--- config.mk ---
export PLATFORM = sky130hd
export DESIGN_NAME = box_downscale_2x2
export DESIGN_NICKNAME = d
export VERILOG_FILES = /design/src/rtl/box_downscale_2x2.sv
export SDC_FILE = /design/constraint.sdc
export NUM_CORES = 2
export LEC_CHECK = 0
export BUFFER_PORTS_ARGS = -buffer_cell sky130_fd_sc_hd__buf_4
export CAP_MARGIN = 30
export CORE_ASPECT_RATIO = 1.75
export CORE_MARGIN = 2
export CORE_UTILIZATION = 52
export DETAILED_ROUTE_END_ITERATION = 8
export PLACE_DENSITY = 0.74
export SLEW_MARGIN = 20
export SYNTH_ARGS = -nofsm -noshare
export SYNTH_HDL_FRONTEND = slang
export SYNTH_SLANG_ARGS = --single-unit
export TNS_END_PERCENT = 10
--- constraint.sdc ---
create_clock -name clk -period 10.75 [get_ports clk]
set_clock_uncertainty 0.1 [all_clocks]
set_input_delay 2.6875 -clock clk [delete_from_list [all_inputs] [get_ports clk]]
set_output_delay 2.6875 -clock clk [all_outputs]
set_load 0.01 [all_outputs]
--- src/rtl/box_downscale_2x2.sv ---
// box_downscale_2x2: streaming 2x2 box-average downscaler using one half-width line buffer of partial sums
module box_downscale_2x2 #(
  parameter int IN_W  = 410,
  parameter int IN_H  = 361,
  parameter int PIX_W = 8
) (
  input  logic             clk,
  input  logic             rst_n,
  input  logic             in_valid,
  input  logic [PIX_W-1:0] in_pixel,
  output logic             out_valid,
  output logic [PIX_W-1:0] out_pixel,
  output logic             out_last,
  output logic             frame_done
);
  localparam int OUT_W = IN_W / 2;
  localparam int OUT_H = IN_H / 2;
  localparam int XW = $clog2(IN_W);
  localparam int YW = $clog2(IN_H);
  localparam int LW = $clog2(OUT_W);
  localparam bit ODD_H = (IN_H % 2) == 1;
  logic [XW-1:0]    x_q, x_d;
  logic [YW-1:0]    y_q, y_d;
  logic [PIX_W-1:0] hold_q, hold_d;
  logic [PIX_W:0]   lb_q [OUT_W];
  logic [PIX_W:0]   lb_rd, lb_wr;
  logic             out_valid_q, out_valid_d;
  logic [PIX_W-1:0] out_pixel_q, out_pixel_d;
  logic             out_last_q, out_last_d;
  logic             frame_done_q, frame_done_d;
  logic             last_x, last_y, wr_en, prod;
  logic [PIX_W+1:0] sum, rnd;
  // Odd columns are always inside the kept width and odd lines inside the kept
  // height, so only the trailing even line of an odd-height frame needs masking.
  always_comb begin
    last_x       = x_q == XW'(IN_W - 1);
    last_y       = y_q == YW'(IN_H - 1);
    x_d          = in_valid ? (last_x ? '0 : x_q + 1'b1) : x_q;
    y_d          = (in_valid && last_x) ? (last_y ? '0 : y_q + 1'b1) : y_q;
    hold_d       = (in_valid && !x_q[0]) ? in_pixel : hold_q;
    lb_rd        = lb_q[x_q[LW:1]];
    lb_wr        = (PIX_W+1)'(hold_q) + (PIX_W+1)'(in_pixel);
    wr_en        = in_valid && !y_q[0] && x_q[0] && !(ODD_H && last_y);
    prod         = in_valid && y_q[0] && x_q[0];
    sum          = (PIX_W+2)'(lb_rd) + (PIX_W+2)'(hold_q) + (PIX_W+2)'(in_pixel);
    rnd          = sum + (PIX_W+2)'(2);
    out_valid_d  = prod;
    out_pixel_d  = prod ? rnd[PIX_W+1:2] : out_pixel_q;
    out_last_d   = prod && x_q == XW'(2*OUT_W - 1) && y_q == YW'(2*OUT_H - 1);
    frame_done_d = in_valid && last_x && last_y;
  end
  // Control and output registers; line buffer is deliberately left out of reset.
  always_ff @(posedge clk) begin
    if (!rst_n) begin
      x_q          <= '0;
      y_q          <= '0;
      hold_q       <= '0;
      out_valid_q  <= 1'b0;
      out_pixel_q  <= '0;
      out_last_q   <= 1'b0;
      frame_done_q <= 1'b0;
    end else begin
      x_q          <= x_d;
      y_q          <= y_d;
      hold_q       <= hold_d;
      out_valid_q  <= out_valid_d;
      out_pixel_q  <= out_pixel_d;
      out_last_q   <= out_last_d;
      frame_done_q <= frame_done_d;
    end
  end
  // Even lines store horizontal pair sums for the following odd line.
  always_ff @(posedge clk) begin
    if (wr_en) lb_q[x_q[LW:1]] <= lb_wr;
  end
  assign out_valid  = out_valid_q;
  assign out_pixel  = out_pixel_q;
  assign out_last   = out_last_q;
  assign frame_done = frame_done_q;
endmodule
# ---- Word-level counts from Yosys, hierarchy flattened
# Memory sizes are Yosys's and may differ from the RTL's. A register that Yosys moved wholly into a read port is not among the register bits.
# Cells that the tools add are included.
dict set report totals {
  mem_bits_ro 0
  n_memories 1
  wordCells 36
  register_bits 37
  ram_bits 1845
  latch_bits 0
}
dict set report classes {
  div_mod_pow 0
  magnitude_cmp 0
  mul 0
  eq_ne 3
  bitwise_logic 0
  n_reduce_logical 13
  shift 0
  n_mux 6
  addsub 6
}
# memory depth width read_ports rd_clocked_by_memory_dff write_ports line
set memory_table {}
lappend memory_table {lb_q 205 9 1 1 1 25} ;# logic [PIX_W:0] lb_q [OUT_W];
# op n
set ops {}
lappend ops {{== test 9 bit (second input constant)} 3}
lappend ops {{adder 9 x 1 -> 9 bit (second input constant)} 2}
lappend ops {{2-to-1 mux 9 bit} 2}
lappend ops {{2-to-1 mux 8 bit} 2}
lappend ops {{adder 10 x 2 -> 10 bit (second input constant)} 1}
lappend ops {{adder 10 x 8 -> 10 bit} 1}
lappend ops {{adder 9 x 8 -> 10 bit} 1}
lappend ops {{logical AND 1 bit} 10}
lappend ops {{adder 8 x 8 -> 9 bit} 1}
lappend ops {{logical NOT 1 bit} 3}
lappend ops {{2-to-1 mux 1 bit} 2}

# ---- Longest topological paths before layout
dict set report depth {
  ltp_word 6
  depth_mapped 20
  mapped_depth_nobuf 16
}

# ---- Worst setup path before layout
# No wires, ideal clock.
dict set report synth_timing {
  path_kind {input to register}
  from {input in_pixel[1]}
  to {memory lb_q[0][7] in the netlist's numbering, data pin}
  path_stages 9
  setup_slack_ns -0.176
  t_required_ns 9.290
  arrival_time_ns 9.466
  cell_sequence {inv_1 ha_1 a21o_1 a21oi_1 o21ai_0 a21oi_1 o21bai_1 a21oi_1 xnor2_1}
}
dict set report synth_via {
  elab_chain_len 1
}
# element line
set synth_lines {}
lappend synth_lines {{start, declared} 10} ;# input logic [PIX_W-1:0] in_pixel,
lappend synth_lines {{adder 8 x 8 -> 9 bit} 42} ;# lb_wr = (PIX_W+1)'(hold_q) + (PIX_W+1)'(in_pixel);
lappend synth_lines {{via lb_wr[7]} 26} ;# logic [PIX_W:0] lb_rd, lb_wr;
lappend synth_lines {{end, declared} 25}
# The timed path passes the listed nets, and every way through them passes these cells.

==> qor.csv <==
metric,value,unit
outcome,finished clean,
antenna violations before repair,4,
Synth Warn #,0,
Placed Cells,5118,
Layout Cells excl Fill,5430,
Via Count,34800,
CTS tree,built,
post-synthesis xor/xnor area fraction,0.249,%
final setup fails,0,
GRT Overall Usage,24.4,%
# DRC,0,
I/O Pins,22,
WP data required,11.32,ns
DIE HEIGHT,503,um
CP endpoint kind,register,
"EDFF count, synth",1845,
syn avg cell area,22.6,um^2
mux cell area share after synthesis,18.2,%
Yosys cell types,65,
vias per std cell,6.40,
synthesized instance count,3274,
clock root buffer,clkbuf_16,
Max VDD drop,0.000133,V
CTS Buf Count,150,
WL final,174000,um
max_slew headroom,30.9,%
TritonRoute pass-1 iters,8,
cell taking the most area after synthesis,edfxtp_1,
cells taking the most area after synthesis,"edfxtp_1 75%, mux4_2 18%, nor2_1 1.2%",
clock latency on the worst-skew pair,0.78,ns
Post-synth ARST share,0,%
routed len/inst,32.1,um
Detail Route Antenna Nets,0,
core area,142000,um^2
RSZ-0062 raised after global routing,false,
Die ar.,145000,um^2
minimum clock period,6.50,ns
Power Density,181,nW/um^2
Final Hold Fails,0,
CP arrival,7.07,ns
startpoint type of the worst setup path,register,
initial core utilization,52.2,%
"Hold-fix buffers, CTS",0,
post-synth top area share,75.0,%
Max-Cap Viols,0,
cell area after synthesis,73900,um^2
CTS Buffer Depth,3,
H-tree depth,4,
Worst Max-Slew Pin Slew,1.03,ns
nets,3496,
post-synthesis sequential area ratio,76.2,%
post-CTS setup buffer count,0,
Min-Delay Path Class,register to register,
gpl congestion,0.895,
DRT iter0 DRCs,3884,
syn_nets,3314,
Synth top cells by count,"1845 x edfxtp_1, 575 x mux4_2, 245 x nor2_1, 110 x clkbuf_1, 54 x nand2_1",
post-cts sizing count,0,
compound-gate portion of the synthesized area,1.04,%
most numerous cell in the Yosys netlist,edfxtp_1,
Leak Pwr,0.0248,uW
clk sinks,1890,
TNS Setup,0,ns
Die Wd,289,um
std cell rows,183,
area grow syn2layout,11.5,%
fraction of layout cells with a size suffix above 1,29.5,%
vias in the first global route,35600,
Worst-path clk slew,0.08,ns
fmax,0.154,GHz
Synth Register Bits,1890,
first-pass GRT wire length,251000,um
pin count of the biggest net entering global routing,124,
main combinational cell family by area after synthesis,multiplexers,
Worst Path Max Fanout,60,
Final Cycle Share,60.5,%
post-synthesis simple-gate area fraction,2.36,%
DP HPWL,109000,um
hold_ws,0.390,ns
Overflow after GRT,0,
"Primary FF master, synth",edfxtp_1,
PortBufs,21,
WS Path Type,register to register,
adder-cell share of the synthesized area,0.573,%
"Slew Viols, Final",0,
==> per-stage QoR <==
step                util [%]  total power [uW]  worst slack [ns]  cell area, um^2
floorplan                  -              9150            0.0212            73900
global placement        53.9              9330              3.92            76200
detailed placement      54.4              9370              3.76            77000
CTS                     57.9             14900              4.26            82000
global route            58.2             15200              3.92            82300
finish                  58.2             14900              4.25            82300
==> layer usage <==
layer  share of wire [%]  wire length, um  track usage (%)
met1                  34            59200             29.4
met2                  53            92900             42.5
met3                 6.6            11600             3.67
met4                 5.9            10300             12.7
met5               0.025               44                0
==> worst paths after layout <==
path / start / to / slack (ns) / depth (start not counted)
max: register / out_pixel[4] / 4.25 / 14
max reg2reg: register / out_pixel[4] / 4.25 / 14
min: hold_q[1] / hold_q[1] / 0.39 / 2
min reg2reg: hold_q[1] / hold_q[1] / 0.39 / 2
==> power by group <==
part           switching [uW]  internal (uW)  total [uW]
logic                     578            291         868
clock network            2530           3140        5670
registers                12.1           8330        8350
==> cells by family (layout without fill, tap and decap cells) <==
group / after synthesis / after routing
and+or+nand+nor: 402 / 402
buffers and inverters: 211 / 514
DFF: 1890 / 1890
xor gates and xnor gates: 21 / 21
muxes: 618 / 618
other: 0 / 3
AOI/OAI and AO/OA: 103 / 103
adders and majority gates: 29 / 29
==> worst max-delay path, stage by stage (launching register included) <==
cell      delay [ns]
dfxtp_4         0.96
buf_4           0.77
mux4_2          0.43
mux4_2          0.54
mux4_2          0.59
and2_1          0.25
a211oi_1        0.27
a21oi_1         0.09
fa_1            0.40
ha_1            0.31
o221ai_2        0.08
or4_4           0.60
nor4_1          0.46
mux2i_1         0.15
a311o_1         0.33
==> final cells by class <==
type | instances | area, um^2
inverter | 24 | 98.8
sequential | 1890 | 56300
clock inverter | 86 | 960
clock buffer | 187 | 4040
timing repair buffer | 217 | 1920
multi-input combinational | 1173 | 16700
tap | 1850 | 2310
fill | 9726 | 59200
antenna | 3 | 7.51
==> state kept, by name (all words and copies together), names as in the netlist, named ones only <==
name	count
lb_q	1845
x_q	9
y_q	9
hold_q	8
out_pixel	8
frame_done	1
out_last	1
out_valid	1
==> cells in the final DEF, fill, tap and decap left out, types with 5 or more instances in the layout <==
master	synthesis	final
inv_1	21	19
buf_6	13	13
nor2_1	245	229
xor2_1	14	12
o21ai_0	7	7
nor2_2	0	16
a21oi_1	22	22
clkinvlp_4	0	5
edfxtp_1	1845	1845
inv_6	0	6
nor4_1	5	5
fa_1	8	8
nand2_1	54	54
mux2i_1	34	34
buf_12	1	8
a21boi_0	8	8
buf_16	0	7
nand3_1	28	27
a21o_1	6	5
clkbuf_1	110	29
clkinv_2	0	20
a211oi_1	11	11
nand4_1	12	12
clkinv_1	1	31
bufinv_16	0	19
ha_1	21	20
buf_4	14	189
dfxtp_1	45	40
o2111ai_1	5	5
o211ai_1	8	8
clkbuf_16	0	156
nor2b_1	12	12
and2_1	12	12
nand2b_1	6	6
mux4_2	575	575
nor3_1	9	9
mux2_2	7	7
Power figures use the tool's default switching activity.
